--- config.mk ---
export PLATFORM = sky130hd
export DESIGN_NAME = dmem_arbiter
export DESIGN_NICKNAME = d
export VERILOG_FILES = /design/src/rtl/dmem_arbiter.sv
export SDC_FILE = /design/constraint.sdc
export NUM_CORES = 1
export LEC_CHECK = 0
export ABC_CLOCK_PERIOD_IN_PS = 1750
export CORE_MARGIN = 10
export CORE_UTILIZATION = 20
export CTS_CLUSTER_DIAMETER = 100
export CTS_CLUSTER_SIZE = 16
export DETAILED_ROUTE_END_ITERATION = 10
export PLACE_DENSITY_LB_ADDON = 0.25
export SETUP_SLACK_MARGIN = 0.15
export SYNTH_ARGS = -nofsm -noshare
export SYNTH_HDL_FRONTEND = slang
export SYNTH_SLANG_ARGS = --single-unit
--- constraint.sdc ---
create_clock -name clk -period 1.75 [get_ports clk]
set_input_delay 0.175 -clock clk [delete_from_list [all_inputs] [get_ports clk]]
set_output_delay 0.175 -clock clk [all_outputs]
set_load 0.005 [all_outputs]
--- src/rtl/dmem_arbiter.sv ---
// Round-robin arbiter sharing one synchronous data-memory port between the load
// unit (port 0) and the store drain (port 1). Optional lock: `define DMEM_ARB_LOCK_EN.
module dmem_arbiter #(
  parameter int ADDR_LEN = 16,
  parameter int DATA_LEN = 32,
  parameter int MAX_HOLD = 8
) (
  input  logic                clk,
  input  logic                reset,
  input  logic                req0,
  input  logic                req1,
  input  logic                we0,
  input  logic                we1,
  input  logic [ADDR_LEN-1:0] addr0,
  input  logic [ADDR_LEN-1:0] addr1,
  input  logic [DATA_LEN-1:0] wdata0,
  input  logic [DATA_LEN-1:0] wdata1,
  input  logic                lock0,
  input  logic                lock1,
  output logic                gnt0,
  output logic                gnt1,
  output logic                rvalid0,
  output logic                rvalid1,
  output logic [DATA_LEN-1:0] rdata0,
  output logic [DATA_LEN-1:0] rdata1,
  output logic [ADDR_LEN-1:0] dmem_addr,
  output logic [DATA_LEN-1:0] dmem_wdata,
  output logic                dmem_we,
  input  logic [DATA_LEN-1:0] dmem_rdata
);

  if (MAX_HOLD < 1 || MAX_HOLD > 15) begin : g_bad_hold
    $error("dmem_arbiter: MAX_HOLD must be in 1..15");
  end

  logic last_q, last_d;
  logic rsp_vld_q, rsp_vld_d;
  logic rsp_port_q, rsp_port_d;
  logic owner_lock_q;
  logic hold_ok;
  logic last_req;
  logic keep_owner;
  logic win_vld, win_port, win_we;

  assign last_req   = last_q ? req1 : req0;
  assign keep_owner = owner_lock_q && last_req && hold_ok;

`ifdef DMEM_ARB_LOCK_EN
  localparam logic [3:0] HoldMax = 4'(MAX_HOLD);

  logic       owner_lock_d;
  logic [3:0] hold_cnt_q, hold_cnt_d;
  logic       win_lock;

  function automatic logic [3:0] hold_inc(input logic [3:0] cnt);
    return (cnt >= HoldMax) ? HoldMax : cnt + 4'd1;
  endfunction

  assign hold_ok  = (hold_cnt_q < HoldMax);
  assign win_lock = win_port ? lock1 : lock0;

  // A grant without lock, or a cycle with no grant at all, drops ownership.
  always_comb begin
    owner_lock_d = 1'b0;
    hold_cnt_d   = 4'd0;
    if (win_vld && win_lock) begin
      owner_lock_d = 1'b1;
      hold_cnt_d   = (owner_lock_q && (last_q == win_port)) ? hold_inc(hold_cnt_q) : 4'd1;
    end
  end

  always_ff @(posedge clk) begin
    if (reset) begin
      owner_lock_q <= 1'b0;
      hold_cnt_q   <= 4'd0;
    end else begin
      owner_lock_q <= owner_lock_d;
      hold_cnt_q   <= hold_cnt_d;
    end
  end
`else
  logic unused_lock;

  assign owner_lock_q = 1'b0;
  assign hold_ok      = 1'b0;
  assign unused_lock  = lock0 ^ lock1;
`endif

  // Winner selection: locked owner first, then single requester, then round-robin.
  always_comb begin
    win_vld  = 1'b0;
    win_port = 1'b0;
    if (!reset) begin
      if (keep_owner) begin
        win_vld  = 1'b1;
        win_port = last_q;
      end else if (req0 && req1) begin
        win_vld  = 1'b1;
        win_port = ~last_q;
      end else if (req0 || req1) begin
        win_vld  = 1'b1;
        win_port = req1;
      end
    end
  end

  assign win_we     = win_port ? we1 : we0;
  assign gnt0       = win_vld & ~win_port;
  assign gnt1       = win_vld &  win_port;
  assign dmem_addr  = win_port ? addr1  : addr0;
  assign dmem_wdata = win_port ? wdata1 : wdata0;
  assign dmem_we    = win_vld & win_we;

  always_comb begin
    last_d     = last_q;
    rsp_vld_d  = 1'b0;
    rsp_port_d = rsp_port_q;
    if (win_vld) begin
      last_d     = win_port;
      rsp_vld_d  = ~win_we;
      rsp_port_d = win_port;
    end
  end

  always_ff @(posedge clk) begin
    if (reset) begin
      last_q     <= 1'b1;
      rsp_vld_q  <= 1'b0;
      rsp_port_q <= 1'b0;
    end else begin
      last_q     <= last_d;
      rsp_vld_q  <= rsp_vld_d;
      rsp_port_q <= rsp_port_d;
    end
  end

  // Reset masks a response still in flight from the cycle before it asserted.
  assign rvalid0 = rsp_vld_q & ~reset & ~rsp_port_q;
  assign rvalid1 = rsp_vld_q & ~reset &  rsp_port_q;
  assign rdata0  = dmem_rdata;
  assign rdata1  = dmem_rdata;

endmodule
==> results of run 1 <==
-- timing repair --
action / CTS / global route
hold buffers: 0 / 0
endpoints found under the setup margin: 53 / 49
buffers inserted: 5 / 0
resized for setup: 299 / 2
cloned: 3 / 0
pin swaps: 2 / 2
-- sequential cells by signal (all words and copies together), names as in the netlist --
signal / count
rsp_port_q: 1
last_q: 1
rsp_vld_q: 1
-- kinds of logic after synthesis --
logic type,Yosys count,synth area share [%]
buffers and inverters,71,42.2
flip-flops,3,4.62
AND/OR/NAND/NOR,11,5.67
AO/OA/AOI/OAI,6,3.37
multiplexers,48,44.1
-- cell type report --
| cell class | count | area [um^2] |
|---|---|---|
| Fill cell | 592 | 3440 |
| Timing Repair Buffer | 170 | 1860 |
| Multi-Input combinational cell | 65 | 838 |
| Tap cell | 77 | 96.3 |
| Sequential cell | 3 | 61.3 |
| Clock buffer | 4 | 45.0 |
| Inverter | 1 | 3.75 |
-- critical path, stage by stage, from the launching register on --
cell     delay (ns)
dfxtp_2        0.32
a21bo_4        0.23
nor2_8         0.12
buf_6          0.13
buf_12         0.10
buf_16         0.12
mux2_4         0.31
buf_6          0.12
-- power groups by stage --
stage	Combinational, mW	Sequential (mW)	Clock (mW)
floorplan	0.297	0.0775	0
global placement	0.613	0.0780	0
detailed placement	0.614	0.0781	0
CTS	0.751	0.0777	0.204
global route	0.795	0.0782	0.212
finish	0.745	0.0777	0.197
-- layer usage --
metal	global-route usage [%]	share of wire (%)	vias to the layer above	wire length (um)
met2	19.5	47	113	3050
met4	5.33	3.8	0	242
li1	-	-	617	-
met1	10.1	29	595	1900
met5	0	0	-	0
met3	9.95	19	32	1250
-- path summary, 6_finish.rpt --
check	from	end	cells after the start
setup reg to reg	last_q	rsp_vld_q	3
hold / removal	dmem_rdata[14]	rdata1[14]	0
hold reg to reg	last_q	last_q	3
setup / recovery	last_q	dmem_wdata[31]	7
-- through the flow --
stage	hold WS (ns)	instances	setup TNS, ns	worst slack, ns
3_3_place_gp	0.350	308	-23.10	-0.517
4_1_cts	0.350	320	-3.03	-0.128
5_1_grt	0.350	320	-3.05	-0.132
3_5_place_dp	0.350	308	-23.92	-0.529
6_report	0.350	320	-0.912	-0.0809
2_1_floorplan	0.275	139	0	0.365
-- cell usage in the layout, fill, tap and decap left out, types with 3 or more instances in the layout --
| cell | count |
|---|---|
| clkdlybuf4s50_1 | 99 |
| buf_12 | 6 |
| clkbuf_8 | 3 |
| nand2_1 | 3 |
| buf_4 | 4 |
| buf_16 | 3 |
| dlygate4sd2_1 | 6 |
| mux2_4 | 48 |
| buf_6 | 50 |
| a21oi_1 | 3 |
==> flow_summary.json, run 1 <==
{
  "outcome": "finished with violations",
  "violations": "negative setup slack",
  "area_growth_pct": 124,
  "drcViolationCount": 0,
  "arrival_ns": 1.66,
  "yosysMostFrequentCell": "buf_4",
  "wirelength_um": 6440,
  "initial_core_util_pct": 20.5,
  "rrSetupSlack_ns": 0.74,
  "gp_congestion": 0.757,
  "slew_viol_final": 0,
  "worst_pin_slew_ns": 0.213,
  "antenna_found_initial": 0,
  "rsz0062_at_grt": "true",
  "grtUsageTotal_pct": 11.9,
  "portBuffers": 154,
  "tritoncts": "done",
  "startpoint_type": "flop",
  "p_clk_share_pct": 19.3,
  "switching_share_pct": 23.8,
  "drt-vias-per-instance": 4.24,
  "finalWorstSetupSlack_ns": -0.0809,
  "fin_skew_ns": 0.000274,
  "power_mw": 1.02,
  "ys.flop_type": "dfxtp_1",
  "antenna_left": 0,
  "maxSlewHeadroom_pct": 85.8,
  "required_ns": 1.57,
  "detail_route.wl_per_cell_um": 20.1,
  "period_share_pct": 105,
  "grt_pass1_vias": 1646,
  "ys_seq_area_share_pct": 4.62,
  "nNetsFinal": 380,
  "synth_area_leader_cell": "buf_4",
  "fmax_ghz": 0.546,
  "die_area_um2": 10100,
  "worstSetupPathType": "flop to output port",
  "hold_viol": 0,
  "synth_edf_count": 0,
  "overflow": 0,
  "h-tree-depth": 1,
  "rows": 29,
  "synth_cell_type_count": 19,
  "diodes": 0,
  "grt_pass1_wl_um": 9520,
  "syn_area_um2": 1300,
  "p_comb_share_pct": 73.0,
  "placed_cell_area_um2": 2470,
  "cts_buffers": 3,
  "cp-end-kind": "output port",
  "finalInstanceArea_um2": 2910,
  "post-route-util_pct": 45.8,
  "ys_warn_count": 0,
  "cp_max_fo": 7,
  "first_iter_violations": 23,
  "firstDrtPassIters": 4,
  "synth.area.top_cells": "buf_4 39%, mux2_2 34%, mux2_4 10%",
  "sequentialPowerShare_pct": 7.6,
  "cts_max_path_buffers": 2,
  "ios": 253,
  "yosys_register_bits": 3,
  "clk_pin_slew_ns": 0.03,
  "syn_inst": 139,
  "grt_max_degree": 9,
  "synthesis.nets": 275,
  "die_w_um": 101,
  "root_buffer": "clkbuf_8",
  "ir_worst_vdd_mv": 0.255,
  "synth_top_cells_by_count": "68 x buf_4, 39 x mux2_2, 9 x mux2_4",
  "p_sw_mw": 0.243,
  "synth_top_area_share_pct": 39.2,
  "vias": 1357,
  "power_density_nw_per_um2": 351,
  "dp_hpwl_um": 5320,
  "core-area_um2": 6350,
  "power_leakage_nw": 1.30,
  "die_height_um": 101,
  "drive_gt1_share_pct": 48.6,
  "hp-class": "input port to output port",
  "postSynthAreaPerCell_um2": 9.36,
  "async_reset_ff_share_pct": 0,
  "final-setup-viol-count": 15,
  "clk_latency_ns": 0.21,
  "min_period_ns": 1.83,
  "internal_power_mw": 0.778,
  "clock-sinks": 3,
  "cap_violations": 0
}
No activity file was read; power rests on OpenSTA's default activity.
==> run 2, diff against run 1 <==
--- a/config.mk
+++ b/config.mk
@@ -6,11 +6,14 @@
 export NUM_CORES = 1
 export LEC_CHECK = 0
 export ABC_CLOCK_PERIOD_IN_PS = 1750
+export CELL_PAD_IN_SITES_DETAIL_PLACEMENT = 1
+export CELL_PAD_IN_SITES_GLOBAL_PLACEMENT = 1
 export CORE_MARGIN = 10
-export CORE_UTILIZATION = 20
+export CORE_UTILIZATION = 11
 export CTS_CLUSTER_DIAMETER = 100
 export CTS_CLUSTER_SIZE = 16
 export DETAILED_ROUTE_END_ITERATION = 10
+export HOLD_SLACK_MARGIN = 0.1
 export PLACE_DENSITY_LB_ADDON = 0.25
 export SETUP_SLACK_MARGIN = 0.15
 export SYNTH_ARGS = -nofsm -noshare
==> run 2 against run 1 <==
  * The run still ends with negative setup slack left
  * Sequential power barely moved
  * Utilization fell by 19 points
  * Final cell count rose by 22%
  * Fmax fell by 1.6%
  * Clock power rose by 86%
  * Design area rose by 5.6%
  * Critical endpoint is now dmem_addr[6]
  * Largest power group unchanged
  * Highest routed layer unchanged
==> flow_summary.json, run 2 (synthesis results as in run 1) <==
{
  "outcome": "finished with violations",
  "violations": "negative setup slack",
  "holdBufCountCts": 0,
  "drcViolationCount": 0,
  "final_common_cell": "clkdlybuf4s50_1",
  "final_cell_mix": "98 x clkdlybuf4s50_1, 52 x buf_6, 48 x mux2_4",
  "regArea_um2": 61.3,
  "reg.largest.list": "last_q x1, rsp_port_q x1, rsp_vld_q x1",
  "power_mw": 1.22,
  "fin_skew_ns": 0.000140,
  "critPathTopFamily": "buffers and inverters",
  "p_sw_mw": 0.283,
  "min_period_ns": 1.86,
  "hold_viol": 0,
  "detail_route.wl_per_cell_um": 19.8,
  "cpMaxStageDelayCell": "dfxtp_2",
  "drt-vias-per-instance": 3.51,
  "grtUsageTotal_pct": 9.14,
  "switching_share_pct": 23.3,
  "nNetsFinal": 384,
  "arrival_ns": 1.69,
  "cp_cell_sequence": "a21bo_4 > nor2_8 > buf_12 > buf_12 > buf_16 > mux2_4 > buf_6",
  "die_area_um2": 16600,
  "dp_hpwl_um": 6380,
  "grt_max_degree": 9,
  "required_ns": 1.57,
  "grt_pass1_wl_um": 11500,
  "p_clk_share_pct": 30.2,
  "die_height_um": 129,
  "first_iter_violations": 11,
  "clk_latency_ns": 0.22,
  "firstDrtPassIters": 3,
  "dpl_worst_slack_ns": -0.595,
  "tritoncts": "done",
  "antenna_found_initial": 1,
  "portBuffers": 154,
  "fmax_ghz": 0.537,
  "sequentialPowerShare_pct": 6.4,
  "crit_path_frequent_cell": "buf_12",
  "power_density_nw_per_um2": 396,
  "slowest_delay_ns": 0.31,
  "holdWs_ns": 0.350,
  "ir_worst_vdd_mv": 0.217,
  "initial_core_util_pct": 11.3,
  "maxSlewHeadroom_pct": 84.8,
  "num-fill-cells": 1314,
  "p_comb_share_pct": 63.4,
  "cp-end-kind": "output port",
  "vias": 1373,
  "slew_viol_final": 0,
  "finalWorstSetupSlack_ns": -0.111,
  "clk_pin_slew_ns": 0.03,
  "worst-path-buf-inv": 4,
  "startpoint_type": "flop",
  "internal_power_mw": 0.933,
  "die_w_um": 129,
  "final-setup-viol-count": 39,
  "overflow": 0,
  "period_share_pct": 106,
  "rows": 39,
  "rsz0062_at_grt": "true",
  "root_buffer": "clkbuf_16",
  "wirelength_um": 7750,
  "cp_max_fo": 8,
  "h-tree-depth": 1,
  "gp_congestion": 0.646,
  "hp-class": "input port to output port",
  "drive_gt1_share_pct": 49.8,
  "cts_buffers": 3,
  "ios": 253,
  "cap_violations": 0,
  "worst_pin_slew_ns": 0.226,
  "multiInputGateArea_um2": 838,
  "area_growth_pct": 136,
  "clock-sinks": 3,
  "antenna_left": 0,
  "power_leakage_nw": 1.34,
  "worstSetupPathType": "flop to output port",
  "grt_pass1_vias": 1783,
  "fin_setup_tns_ns": -3.18,
  "cts_max_path_buffers": 2,
  "core-area_um2": 11500
}
## run 2: worst paths after layout
kind / startpoint / endpoint / slack (ns) / depth (start not counted)
worst max-delay path: last_q / dmem_addr[6] / -0.11 / 7
worst min-delay path: dmem_rdata[28] / rdata0[28] / 0.35 / 0
worst max register to register: last_q / rsp_vld_q / 0.72 / 3
worst min register to register: last_q / last_q / 0.58 / 3
## run 2: area by class of cell
| class | count | area share [%] |
|---|---|---|
| tap | 143 | 5.82 |
| timing repair buffer | 174 | 62.1 |
| clock buffer | 4 | 2.57 |
| multi-input combinational | 65 | 27.3 |
| inverter | 1 | 0.122 |
| sequential | 3 | 2.00 |
| antenna | 1 | 0.0815 |
## run 2: what timing repair did
action / CTS / global route
gates resized for setup: 303 / 4
setup buffers: 8 / 0
cloned: 4 / 0
endpoints found under the setup margin: 53 / 49
pin swaps: 2 / 2
## run 2: per-stage QoR
step	std cells	util [%]	instance area, um^2
after global placement	374	22.1	2550
final	391	26.7	3070
after CTS	390	26.6	3060
after floorplan	139	-	1300
after detailed placement	374	22.1	2550
after global routing	390	26.7	3070
## run 2: per-layer routing
layer | global-route usage (%) | routed length [um]
met3 | 8.21 | 1710
met5 | 0 | 0
met2 | 15.4 | 3560
met4 | 2.41 | 78
met1 | 7.90 | 2400
## run 2: power by group through the flow
stage / combinational [mW] / sequential [mW] / clock (mW)
2_1_floorplan: 0.297 / 0.0775 / 0
3_3_place_gp: 0.633 / 0.0778 / 0
3_5_place_dp: 0.633 / 0.0779 / 0
4_1_cts: 0.787 / 0.0777 / 0.373
5_1_grt: 0.831 / 0.0779 / 0.382
6_report: 0.772 / 0.0775 / 0.367
==> run 3, diff against run 2 <==
--- a/config.mk
+++ b/config.mk
@@ -13,6 +13,7 @@
 export CTS_CLUSTER_DIAMETER = 100
 export CTS_CLUSTER_SIZE = 16
 export DETAILED_ROUTE_END_ITERATION = 10
+export GPL_TIMING_DRIVEN = 0
 export HOLD_SLACK_MARGIN = 0.1
 export PLACE_DENSITY_LB_ADDON = 0.25
 export SETUP_SLACK_MARGIN = 0.15
==> run 3 against run 2 <==
  * The run still ends with negative setup slack left
  * Design area increased by 39%
  * Critical path depth up 2
  * Via count is 42% higher
  * Global-route usage is 1.2 points higher
  * Clock power barely moved
==> flow_summary.json, run 3 (synthesis results as in run 1) <==
{
  "grt_pass1_vias": 2206,
  "drive_gt1_share_pct": 51.4,
  "internal_power_mw": 1.14,
  "clock-sinks": 3,
  "h-tree-depth": 1,
  "core-area_um2": 11500,
  "tritoncts": "done",
  "final-setup-viol-count": 48,
  "nNetsFinal": 528,
  "arrival_ns": 1.83,
  "initial_core_util_pct": 11.3,
  "outcome": "finished with violations",
  "fmax_ghz": 0.498,
  "ir_worst_vdd_mv": 0.209,
  "period_share_pct": 115,
  "power_leakage_nw": 1.96,
  "num-fill-cells": 1305,
  "min_period_ns": 2.01,
  "hold_viol": 0,
  "antenna_found_initial": 0,
  "rrSetupSlack_ns": 0.70,
  "timing.rr.end": "rsp_vld_q",
  "cpMaxStageDelayCell": "dfxtp_2",
  "slowest_delay_ns": 0.32,
  "area_growth_pct": 228,
  "grt_pass1_wl_um": 13500,
  "post-route-util_pct": 37.1,
  "clk_latency_ns": 0.22,
  "sequentialPowerShare_pct": 5.2,
  "cp_cell_sequence": "a21bo_4 > nor2_8 > buf_12 > buf_12 > buf_12 > buf_12 > buf_6 > mux2_4 > buf_6",
  "holdPathStages": 2,
  "holdPathEnd": "rsp_port_q",
  "firstDrtPassIters": 4,
  "hp-start": "reset",
  "placed_cell_area_um2": 3650,
  "drcViolationCount": 0,
  "p_clk_share_pct": 24.6,
  "die_height_um": 129,
  "overflow": 0,
  "maxSlewHeadroom_pct": 82.7,
  "rsz0062_at_grt": "true",
  "drt-vias-per-instance": 3.66,
  "startpoint_type": "flop",
  "worstSetupPathType": "flop to output port",
  "switching_share_pct": 23.0,
  "grt_max_degree": 11,
  "hp-class": "input port to flop",
  "worst-path-buf-inv": 6,
  "crit_path_frequent_cell": "buf_12",
  "die_area_um2": 16600,
  "root_buffer": "clkbuf_16",
  "detail_route.wl_per_cell_um": 18.1,
  "antenna_left": 0,
  "r2r-start": "last_q",
  "cp-end-kind": "output port",
  "wirelength_um": 9660,
  "holdBufCountCts": 0,
  "die_w_um": 129,
  "diodes": 0,
  "fin_skew_ns": 0.00218,
  "cts_max_path_buffers": 2,
  "ios": 253,
  "gp_congestion": 0.657,
  "vias": 1956,
  "finalWorstSetupSlack_ns": -0.257,
  "holdWs_ns": 0.223,
  "p_comb_share_pct": 70.1,
  "reg.largest.list": "last_q x1, rsp_port_q x1, rsp_vld_q x1",
  "grtUsageTotal_pct": 10.3,
  "critPathTopFamily": "buffers and inverters",
  "dp_hpwl_um": 8340,
  "final_cell_mix": "164 x clkdlybuf4s50_1, 71 x buf_4, 54 x buf_6",
  "power_density_nw_per_um2": 348,
  "first_iter_violations": 14,
  "required_ns": 1.57,
  "portBuffers": 217,
  "worst_pin_slew_ns": 0.258,
  "finalInstanceArea_um2": 4270,
  "cp_max_fo": 5,
  "reg2reg_depth": 3,
  "slew_viol_final": 0,
  "cts_buffers": 3,
  "clk_pin_slew_ns": 0.03,
  "final_common_cell": "clkdlybuf4s50_1",
  "rows": 39,
  "power_mw": 1.49,
  "violations": "negative setup slack",
  "p_sw_mw": 0.343,
  "cap_violations": 0
}
-- run 3: cell types whose count changed in the layout (fill, tap and decap cells not counted), sizes merged --
cell,delta
buf,+67
clkdlybuf4s50,+66
clkbuf,+10
dlygate4sd2,-4
dlymetal6s2s,+4
clkdlybuf4s15,+1
diode,-1
-- run 3: cell type report --
cell class / count / area (um^2) / area share [%]
Clock buffer: 4 / 78.8 / 1.85
Buffer: 70 / 573 / 13.4
Timing Repair Buffer: 248 / 2570 / 60.2
Sequential cell: 3 / 61.3 / 1.44
Tap cell: 143 / 179 / 4.19
Inverter: 1 / 3.75 / 0.0879
Multi-Input combinational cell: 65 / 805 / 18.8
-- run 3: worst reg2reg max path, stage by stage (launching register included) --
cell and delay (ns):
dfxtp_2 0.32, a21bo_4 0.23, or3_1 0.31, o31ai_1 0.09
-- run 3: timing repair --
| action | in CTS | in global routing |
|---|---|---|
| gates resized for setup | 128 | 130 |
| pin swaps | 1 | 2 |
| setup endpoints to repair | 51 | 49 |
| buffers inserted | 16 | 13 |
| cloned | 1 | 1 |
-- run 3: through the flow --
| step | setup TNS [ns] | cells | worst slack, ns |
|---|---|---|---|
| finish | -7.04 | 534 | -0.257 |
| global route | -9.63 | 534 | -0.310 |
| CTS | -13.56 | 520 | -0.358 |
| detailed placement | -28.14 | 499 | -0.665 |
| global placement | -27.11 | 499 | -0.639 |
| floorplan | 0 | 139 | 0.365 |
-- run 3: routing by layer --
metal / vias up / track usage [%] / part of all wire, %
li1: 913 / - / -
met1: 879 / 8.14 / 26
met2: 160 / 19.2 / 52
met3: 4 / 9.16 / 22
met4: 0 / 1.00 / 0.35
met5: - / 0 / 0
-- run 3: power by group through the flow --
stage	Sequential, mW	Clock, mW	Combinational, mW
6_report	0.0779	0.366	1.04
5_1_grt	0.0789	0.388	1.12
4_1_cts	0.0779	0.374	0.990
3_5_place_dp	0.0789	0	0.908
3_3_place_gp	0.0784	0	0.899
2_1_floorplan	0.0775	0	0.297
-- run 3: worst max path at each step --
stage                 from             end  slack [ns]  cells past startpoint
floorplan           last_q  dmem_wdata[22]        0.37                      5
global placement      req1  dmem_wdata[22]       -0.64                      7
detailed placement    req1  dmem_wdata[22]       -0.67                      7
CTS                 last_q   dmem_addr[14]       -0.36                      5
global route        last_q  dmem_wdata[23]       -0.31                      9
finish              last_q  dmem_wdata[23]       -0.26                      9
